$ cat src/rtl/uart_tx_sched_if.sv
// Requester-side bundle for the shared UART TX scheduler: request/ack/done
// handshake plus the serial line and status seen by the requesters.
interface uart_tx_sched_if #(
    parameter int NUM_REQ = 2,
    parameter int OWNER_W = 1
);
    logic [NUM_REQ-1:0]   req;
    logic [8*NUM_REQ-1:0] req_data;
    logic [NUM_REQ-1:0]   ack;
    logic [NUM_REQ-1:0]   done;
    logic [OWNER_W-1:0]   owner;
    logic                 busy;
    logic                 tx;

    modport master (
        output req, req_data,
        input  ack, done, owner, busy, tx
    );

    modport slave (
        input  req, req_data,
        output ack, done, owner, busy, tx
    );
endinterface

$ cat src/rtl/uart_tx_sched.sv
// Round-robin scheduler sharing one 8N1 UART TX line between NUM_REQ byte
// requesters; the serial frame advances one bit per txclk_en strobe.
module uart_tx_sched #(
    parameter int NUM_REQ = 2,
    parameter int OWNER_W = 1
) (
    input  logic           clk_50m,
    input  logic           rst,
    input  logic           txclk_en,
    uart_tx_sched_if.slave bus
);
    typedef enum logic [1:0] {IDLE, ARMED, DATA, STOP} state_t;

    state_t               state_q, state_d;
    logic [7:0]           shift_q, shift_d;
    logic [2:0]           bit_idx_q, bit_idx_d;
    logic [OWNER_W-1:0]   rr_ptr_q, rr_ptr_d;
    logic [OWNER_W-1:0]   owner_q, owner_d;
    logic                 tx_q, tx_d;
    logic [NUM_REQ-1:0]   ack_q, ack_d;
    logic [NUM_REQ-1:0]   done_q, done_d;

    logic                 grant_found;
    int unsigned          grant_idx;
    int unsigned          scan_idx;

    // Scan starts just after the last winner and wraps; first pending requester wins.
    always_comb begin
        grant_found = 1'b0;
        grant_idx   = 0;
        scan_idx    = 0;
        for (int unsigned k = 1; k <= NUM_REQ; k++) begin
            scan_idx = (32'(rr_ptr_q) + k) % 32'(NUM_REQ);
            for (int unsigned i = 0; i < NUM_REQ; i++) begin
                if (!grant_found && i == scan_idx && bus.req[i]) begin
                    grant_found = 1'b1;
                    grant_idx   = i;
                end
            end
        end
    end

    always_comb begin
        state_d   = state_q;
        shift_d   = shift_q;
        bit_idx_d = bit_idx_q;
        rr_ptr_d  = rr_ptr_q;
        owner_d   = owner_q;
        tx_d      = tx_q;
        ack_d     = '0;
        done_d    = '0;
        case (state_q)
            IDLE: begin
                // A strobe coinciding with the grant is deliberately not used.
                if (grant_found) begin
                    for (int unsigned i = 0; i < NUM_REQ; i++) begin
                        if (i == grant_idx) begin
                            shift_d  = bus.req_data[8*i +: 8];
                            ack_d[i] = 1'b1;
                        end
                    end
                    owner_d  = OWNER_W'(grant_idx);
                    rr_ptr_d = OWNER_W'(grant_idx);
                    state_d  = ARMED;
                end
            end
            ARMED: begin
                if (txclk_en) begin
                    tx_d      = 1'b0;
                    bit_idx_d = '0;
                    state_d   = DATA;
                end
            end
            DATA: begin
                if (txclk_en) begin
                    tx_d = shift_q[bit_idx_q];
                    if (bit_idx_q == 3'd7) begin
                        state_d = STOP;
                    end else begin
                        bit_idx_d = bit_idx_q + 3'd1;
                    end
                end
            end
            STOP: begin
                if (txclk_en) begin
                    tx_d = 1'b1;
                    for (int unsigned i = 0; i < NUM_REQ; i++) begin
                        if (i == 32'(owner_q)) begin
                            done_d[i] = 1'b1;
                        end
                    end
                    state_d = IDLE;
                end
            end
            default: state_d = IDLE;
        endcase
    end

    always_ff @(posedge clk_50m) begin
        if (rst) begin
            state_q   <= IDLE;
            shift_q   <= '0;
            bit_idx_q <= '0;
            rr_ptr_q  <= OWNER_W'(NUM_REQ - 1);
            owner_q   <= '0;
            tx_q      <= 1'b1;
            ack_q     <= '0;
            done_q    <= '0;
        end else begin
            state_q   <= state_d;
            shift_q   <= shift_d;
            bit_idx_q <= bit_idx_d;
            rr_ptr_q  <= rr_ptr_d;
            owner_q   <= owner_d;
            tx_q      <= tx_d;
            ack_q     <= ack_d;
            done_q    <= done_d;
        end
    end

    assign bus.ack   = ack_q;
    assign bus.done  = done_q;
    assign bus.owner = owner_q;
    assign bus.busy  = (state_q != IDLE);
    assign bus.tx    = tx_q;
endmodule

$ cat src/flat_wrapper.sv
// flat-port wrapper written by rule: the top's interface ports become plain ports
module uart_tx_sched_flat 
#(
    parameter int NUM_REQ = 2,
    parameter int OWNER_W = 1
)
  (clk_50m, rst, txclk_en, bus_req, bus_req_data, bus_ack, bus_done, bus_owner, bus_busy, bus_tx);
  uart_tx_sched_if #(.NUM_REQ(NUM_REQ), .OWNER_W(OWNER_W)) bus_i ();
  input  logic clk_50m;
  input  logic rst;
  input  logic txclk_en;
  input wire logic [$bits(bus_i.req)-1:0] bus_req;
  input wire logic [$bits(bus_i.req_data)-1:0] bus_req_data;
  output wire logic [$bits(bus_i.ack)-1:0] bus_ack;
  output wire logic [$bits(bus_i.done)-1:0] bus_done;
  output wire logic [$bits(bus_i.owner)-1:0] bus_owner;
  output wire logic [$bits(bus_i.busy)-1:0] bus_busy;
  output wire logic [$bits(bus_i.tx)-1:0] bus_tx;
  assign bus_i.req = bus_req;
  assign bus_i.req_data = bus_req_data;
  assign bus_ack = bus_i.ack;
  assign bus_done = bus_i.done;
  assign bus_owner = bus_i.owner;
  assign bus_busy = bus_i.busy;
  assign bus_tx = bus_i.tx;
  uart_tx_sched #(.NUM_REQ(NUM_REQ), .OWNER_W(OWNER_W)) u_core (.clk_50m(clk_50m), .rst(rst), .txclk_en(txclk_en), .bus(bus_i));
endmodule
$ cat config.mk
export PLATFORM = sky130hd
export DESIGN_NAME = uart_tx_sched_flat
export DESIGN_NICKNAME = d
export VERILOG_FILES = /design/src/rtl/uart_tx_sched_if.sv /design/src/rtl/uart_tx_sched.sv /design/src/flat_wrapper.sv
export SDC_FILE = /design/constraint.sdc
export NUM_CORES = 1
export LEC_CHECK = 0
export CAP_MARGIN = 20
export CORE_UTILIZATION = 50
export CTS_BUF_LIST = sky130_fd_sc_hd__clkbuf_16
export DETAILED_ROUTE_END_ITERATION = 16
export PLACE_DENSITY = 0.9
export RECOVER_POWER = 50
export SYNTH_ARGS = -nofsm -noshare
export SYNTH_HDL_FRONTEND = slang
export SYNTH_SLANG_ARGS = --single-unit
export TNS_END_PERCENT = 30
$ cat constraint.sdc
create_clock -name clk_50m -period 3.04 [get_ports clk_50m]
set_input_delay 0.608 -clock clk_50m [delete_from_list [all_inputs] [get_ports clk_50m]]
set_output_delay 0.608 -clock clk_50m [all_outputs]
set_load 0.03 [all_outputs]
==> reports/qor.txt, run 1 <==
=====================================================================================================
Result of the run ......................................................................    completed
Total vias in the final route ..........................................................          900
Synth async-reset ratio ................................................................            0
Worst vdd rail ir drop .................................................................     0.492 mV
Drt pass-1 iters .......................................................................            4
Worst setup startpoint ................................................................. u_core.state_q[0]
Sw Ratio ...............................................................................        0.334
Number of hold-slack violations in the final timing report .............................            0
Initial antenna violation count ........................................................            0
Max Freq ...............................................................................      412 MHz
Slowest CP cell ........................................................................ clkdlybuf4s50_1
Sequential-to-total area share from yosys stat .........................................        0.389
Post-synthesis cell type count .........................................................           34
Largest family of logic cells by synthesized area ...................................... compound AO/OA/AOI/OAI gates
Number of buffers added by the clock tree synthesis step ...............................            3
Crit. End Element ......................................................................   output pin
Cell Rows ..............................................................................           16
Overall routing resource usage .........................................................        0.233
Sum of routed wire length over all layers ..............................................      2260 um
R2R Setup Slk ..........................................................................      1.27 ns
Initial drt markers ....................................................................           20
Fraction of the mapped netlist area in simple logic gates ..............................        0.147
Net count after synthesis ..............................................................          135
Fraction of synthesized cell area taken by the top area cell type ......................        0.389
Die Span X .............................................................................      47.4 um
Fraction of synthesized cell area in xor and xnor cells ................................            0
Share of total power in combinational logic ............................................        0.401
Most Frequent Cell on Critical Path ....................................................        inv_1
Final Max Slew Viols ...................................................................            0
Critical-path cell list ................................................................ inv_1, ha_1, inv_1, clkdlybuf4s50_1
WP data arrival ........................................................................      1.82 ns
Average detailed-routed wire length per instance .......................................      14.0 um
H-tree level count .....................................................................            1
Max Cap Violations .....................................................................            0
Clock root cell ........................................................................    clkbuf_16
Count of cell instances traversed by the critical path .................................            4
Largest area contributor in the netlist ................................................      dfxtp_1
Clock Tree Buf Depth ...................................................................            2
Netlist Area Pre-Place ................................................................. 0.00103 sq mm
RePlAce Congestion .....................................................................        0.863
Insertion delay of the later-clocked pin in the worst-skew pair ........................      0.25 ns
Startpoint types .......................................................................         flop
Hold buffer count at CTS ...............................................................            0
Core region area ....................................................................... 0.00194 sq mm
# IOs ..................................................................................           28
DIE HEIGHT .............................................................................      47.4 um
Final TNS setup ........................................................................         0 ns
Number of remaining DRC errors .........................................................            0
Hold Crit Class ........................................................................      reg2reg
Buffers plus inverters on the worst setup path .........................................            3
Crit-path leading delay family ......................................................... buffers and inverters
Capture point of the worst reg-to-reg path ............................................. u_core.state_q[0]
Global-route wire length before repair .................................................      3550 um
Clock group share of total power .......................................................        0.290
Worst-path clk slew ....................................................................      0.06 ns
Avg Inst Size Synth ....................................................................   9.52 sq um
HPWL after DPL .........................................................................      1680 um
Power density relative to cell area ....................................................  883 mW/mm^2
Period Utilization, post-route .........................................................        0.799
Post-CTS setup repair buffer count .....................................................            0
Largest net degree at the start of global routing ......................................           18
Flop pwr share .........................................................................        0.308
Worst stage delay on the critical path .................................................      0.67 ns
Reported net switching power ...........................................................       415 uW
# setup viols final ....................................................................            0
Die Outline Area ....................................................................... 0.00224 sq mm
Mux cell area share after synthesis ....................................................        0.135
Via count of the first global-routing pass .............................................          852
Final period demand of the worst path ..................................................      2.43 ns
Number of buffers inserted by port buffering ...........................................           27
CTS-repair resized insts ...............................................................            0
Via density ............................................................................         5.56
Pin slew with the least headroom to its limit ..........................................     0.565 ns
Number of cells traversed by the worst hold path .......................................            1
Worst EP required ......................................................................      2.43 ns
TritonCTS clock tree ...................................................................          yes
Startpoint of the worst-slack reg-to-reg timing path ................................... u_core.state_q[0]
N_diodes ...............................................................................            0
Reported leakage power .................................................................  0.000582 uW
Largest cells by area after synthesis .................................................. dfxtp_1 39%, mux2i_1 8.8%, ha_1 7.3%
Layout cell share with drive strength beyond 1 .........................................       0.0815
Compound-cell area share of the yosys netlist ..........................................        0.190
Dominant register cell in the synthesized netlist ......................................      dfxtp_1
Crit Path Category .....................................................................      reg2out
Slew headroom ..........................................................................        0.622
Post-synthesis instance total ..........................................................          108
Number of synthesized register bits ....................................................           20
Count of warnings emitted by yosys .....................................................            0
Sink count of the clock tree ...........................................................           20
Crit path max fanout ...................................................................            8
Detail Route Antenna Nets ..............................................................            0
Capturing element of the worst setup path ..............................................     bus_busy
Number of cells after detailed placement ...............................................          158
Final layout net count .................................................................          163
Top cells by instance count after synthesis ............................................ 20 x dfxtp_1, 13 x nor2_1, 9 x mux2i_1
Area delta synth->final ................................................................        36.9%
Internal power .........................................................................       827 uW
Post-synthesis share of cell area spent on full adders, half adders and majority gates .       0.0730
Register-to-Register Path Depth ........................................................            5
Final standard cell count with taps included and fillers excluded ......................          162
Initial Utilization ....................................................................        0.530
Setup repair after global routing missed its margin ....................................        false
Sum of overflow across all layers after global routing .................................            0
Clock tree skew after final layout .....................................................   0.00362 ns
EDFF count, synth ......................................................................            0
Most instantiated library cell after synthesis .........................................      dfxtp_1
=====================================================================================================
[stage by stage]
stage / power [uW] / instance area [sq um] / hold slack (ns) / setup WS [ns] / utilization
finish: 1240 / 1410 / 0.460 / 0.612 / 0.725
global route: 1320 / 1410 / 0.496 / 0.507 / 0.725
CTS: 1250 / 1410 / 0.469 / 0.608 / 0.725
detailed placement: 882 / 1300 / 0.460 / 0.798 / 0.671
global placement: 859 / 1300 / 0.454 / 0.868 / 0.671
floorplan: 765 / 1030 / 0.468 / 1.45 / -
[cells by family (layout without fill, tap and decap cells)]
group	after synthesis	count (layout)
buffers and inverters	13	40
AND/OR/NAND/NOR	30	30
flip-flops	20	20
AO/OA/AOI/OAI	27	27
multiplexers	12	12
adder cells (fa/ha/maj)	6	6
[power groups by stage]
stage	Sequential (uW)	Clock, uW	Combinational, uW
2_1_floorplan	406	0	360
3_3_place_gp	381	0	478
3_5_place_dp	386	0	496
4_1_cts	382	362	502
5_1_grt	391	372	552
6_report	383	361	499
[layer usage]
| layer | vias to the layer above | part of all wire | track usage |
|---|---|---|---|
| li1 | 448 | - | - |
| met1 | 417 | 0.41 | 0.242 |
| met2 | 31 | 0.53 | 0.455 |
| met3 | 4 | 0.043 | 0.0346 |
| met4 | 0 | 0.011 | 0.0971 |
| met5 | - | 0 | 0 |
[flip-flops by register name (all words and copies together), names as in the netlist]
register / flops
u_core.bus.tx: 1
u_core.shift_q: 8
u_core.bus.owner: 1
u_core.state_q: 2
u_core.rr_ptr_q: 1
u_core.bus.ack: 2
u_core.bus.done: 2
u_core.bit_idx_q: 3
[area by class of cell]
class	instances	area (sq um)
Fill cell	154	534
Clock inverter	1	30.0
Sequential cell	20	400
Clock buffer	3	75.1
Inverter	8	30.0
Tap cell	27	33.8
Multi-Input combinational cell	75	561
Timing Repair Buffer	28	278
[worst min-delay path by stage]
stage | slack [ns] | start | to
6_report | 0.46 | u_core.bus.owner | u_core.bus.done[0]
5_1_grt | 0.50 | u_core.bus.owner | u_core.bus.done[0]
4_1_cts | 0.47 | u_core.bus.owner | u_core.bus.done[0]
3_5_place_dp | 0.46 | u_core.bus.owner | u_core.bus.done[0]
3_3_place_gp | 0.45 | u_core.bus.owner | u_core.bus.done[0]
2_1_floorplan | 0.47 | u_core.state_q[1] | u_core.state_q[1]
[placed cells by master, fill, tap and decap left out, drive strengths merged, types with 2 or more instances in the layout]
cell / instances
a211oi: 8
a21oi: 5
and3: 2
clkbuf: 3
clkdlybuf4s50: 22
dfxtp: 20
dlygate4sd3: 5
ha: 6
inv: 8
mux2: 2
mux2i: 9
nand2: 5
nand4: 3
nor2: 13
o31ai: 3
(Power assumes the default switching activity.)
==> run 2, diff against run 1 <==
- CORE_UTILIZATION: 50 -> 42
- PLACE_DENSITY: 0.9 -> 0.82
- clock period: 3.04 -> 2.2 ns (I/O delays scaled with it)
==> run 2 against run 1 <==
Against the previous run:
- sequential cell count did not move
- non-clock buffer count rose by 2
- clock power barely moved
- critical endpoint is now u_core.shift_q[7]
- worst setup slack got worse by 0.43 ns
==> reports/qor.txt, run 2 (synthesis gave the netlist of run 1 again) <==
==============================================================================
Hold buffer count at CTS ........................................            0
Initial drt markers .............................................           22
Clock Tree Buf Depth ............................................            2
Crit. End Element ...............................................         flop
Crit Path Category ..............................................       in2reg
Capturing element of the worst setup path ....................... u_core.shift_q[7]
Worst vdd rail ir drop ..........................................     0.722 mV
Finished Cell Area .............................................. 0.00139 sq mm
Largest registers ............................................... u_core.shift_q (8), u_core.bit_idx_q (3)
Worst Setup Slack post-DPL ......................................     0.238 ns
TritonCTS clock tree ............................................          yes
Startpoint types ................................................    input pin
Initial Utilization .............................................        0.456
Instance area after placement ................................... 0.00132 sq mm
Top reg by flops ................................................ u_core.shift_q
Pin slew with the least headroom to its limit ...................     0.666 ns
Worst-path clk slew .............................................      0.05 ns
Startpoint of the worst-slack reg-to-reg timing path ............ u_core.state_q[0]
Setup repair after global routing missed its margin .............        false
Max Cap Violations ..............................................            0
Clock tree skew after final layout ..............................   0.00295 ns
Via density .....................................................         5.60
Top library cells by usage in the layout, fill and taps aside ... 24 x clkdlybuf4s50_1, 20 x dfxtp_1, 13 x nor2_1
Most common cell after layout, fill and taps aside .............. clkdlybuf4s50_1
Sum of routed wire length over all layers .......................      2280 um
Clock root cell .................................................    clkbuf_16
Cell Rows .......................................................           17
Number of hold-slack violations in the final timing report ......            0
Power density relative to cell area ............................. 1150 mW/mm^2
Number of buffers inserted by port buffering ....................           27
Worst setup startpoint ..........................................   bus_req[1]
R2R Setup Slk ...................................................      0.46 ns
Sink count of the clock tree ....................................           20
Total vias in the final route ...................................          918
Hold Crit Class .................................................      reg2reg
Core region area ................................................ 0.00225 sq mm
Layout cell share with drive strength beyond 1 ..................       0.0735
Period Utilization, post-route ..................................        0.918
Insertion delay of the later-clocked pin in the worst-skew pair .      0.25 ns
Final TNS setup .................................................         0 ns
Number of remaining DRC errors ..................................            0
Final period demand of the worst path ...........................      2.02 ns
DIE HEIGHT ......................................................      51.5 um
Crit path max fanout ............................................           10
Slowest CP cell ................................................. dlygate4sd3_1
Flip-flop count of the largest register after layout ............            8
Largest net degree at the start of global routing ...............           18
Die Outline Area ................................................ 0.00265 sq mm
Critical-path cell list ......................................... dlygate4sd3_1, a21boi_1, clkbuf_1, mux2i_1, a211oi_1
Sum of overflow across all layers after global routing ..........            0
H-tree level count ..............................................            1
Drt pass-1 iters ................................................            4
Die Span X ......................................................      51.5 um
Initial antenna violation count .................................            0
Max Freq ........................................................      495 MHz
Number of buffers added by the clock tree synthesis step ........            3
Capture point of the worst reg-to-reg path ...................... u_core.state_q[0]
Result of the run ...............................................    completed
# setup viols final .............................................            0
Detail Route Antenna Nets .......................................            0
Overall routing resource usage ..................................        0.199
Final Max Slew Viols ............................................            0
PnR worst setup slack ...........................................     0.181 ns
N_diodes ........................................................            0
WP data arrival .................................................      2.18 ns
HPWL after DPL ..................................................      1670 um
Register-to-Register Path Depth .................................            5
Final layout net count ..........................................          165
Reported leakage power ..........................................  0.000565 uW
RePlAce Congestion ..............................................        0.854
# IOs ...........................................................           28
Worst stage delay on the critical path ..........................      0.60 ns
Average detailed-routed wire length per instance ................      13.9 um
Via count of the first global-routing pass ......................          917
Area delta synth->final .........................................        34.7%
Slew headroom ...................................................        0.556
Worst EP required ...............................................      2.36 ns
Global-route wire length before repair ..........................      3880 um
==============================================================================
-- run 2: changes by cell type in the layout (fill, tap and decap cells not counted), sizes merged --
cell           change
dlygate4sd3        -3
bufinv             -1
clkdlybuf4s50      +2
dlygate4sd2        +1
clkbuf             +2
-- run 2: repair_timing --
item                                    in CTS  in global routing
gates resized for setup                      1                  0
buffers inserted                             0                  0
endpoints found under the setup margin       1                  0
-- run 2: layout make-up --
cell class | instances | area (sq um)
fill | 203 | 870
tap | 28 | 35.0
clock buffer | 3 | 75.1
inverter | 8 | 30.0
sequential | 20 | 400
timing repair buffer | 30 | 284
multi-input combinational | 75 | 561
-- run 2: worst min-delay path by stage --
stage	startpoint	endpoint	slack, ns	depth (start not counted)
floorplan	u_core.state_q[1]	u_core.state_q[1]	0.47	2
detailed placement	u_core.bus.owner	u_core.bus.done[0]	0.46	1
global placement	u_core.bus.owner	u_core.bus.done[0]	0.44	1
CTS	u_core.bus.owner	u_core.bus.done[0]	0.47	1
finish	u_core.bus.owner	u_core.bus.done[0]	0.47	1
global route	u_core.bus.owner	u_core.bus.done[0]	0.50	1
-- run 2: stage by stage --
stage	util	hold WS (ns)	power (uW)	std cells
after floorplan	-	0.468	1060	108
after CTS	0.618	0.473	1590	164
final	0.614	0.473	1590	164
after global placement	0.585	0.436	1200	161
after global routing	0.614	0.502	1700	164
after detailed placement	0.585	0.456	1230	161
-- run 2: power breakdown --
part / internal [uW] / leakage, uW / total [uW] / switching [uW]
Combinational: 321 / 0.000363 / 700 / 379
Sequential: 465 / 0.000165 / 529 / 63.7
Clock: 239 / 0.0000370 / 363 / 123
-- run 2: metal layers --
layer | track usage | vias up | routed length [um]
li1 | - | 456 | -
met1 | 0.226 | 416 | 941
met2 | 0.348 | 42 | 1190
met3 | 0.0476 | 4 | 123
met4 | 0.0856 | 0 | 22
met5 | 0 | - | 0
-- run 2: critical path: cells and delay by family --
| kind | cells | cell delay, ns |
|---|---|---|
| buf+inv | 2 | 1.13 |
| compound gates | 2 | 0.44 |
| mux | 1 | 0.16 |
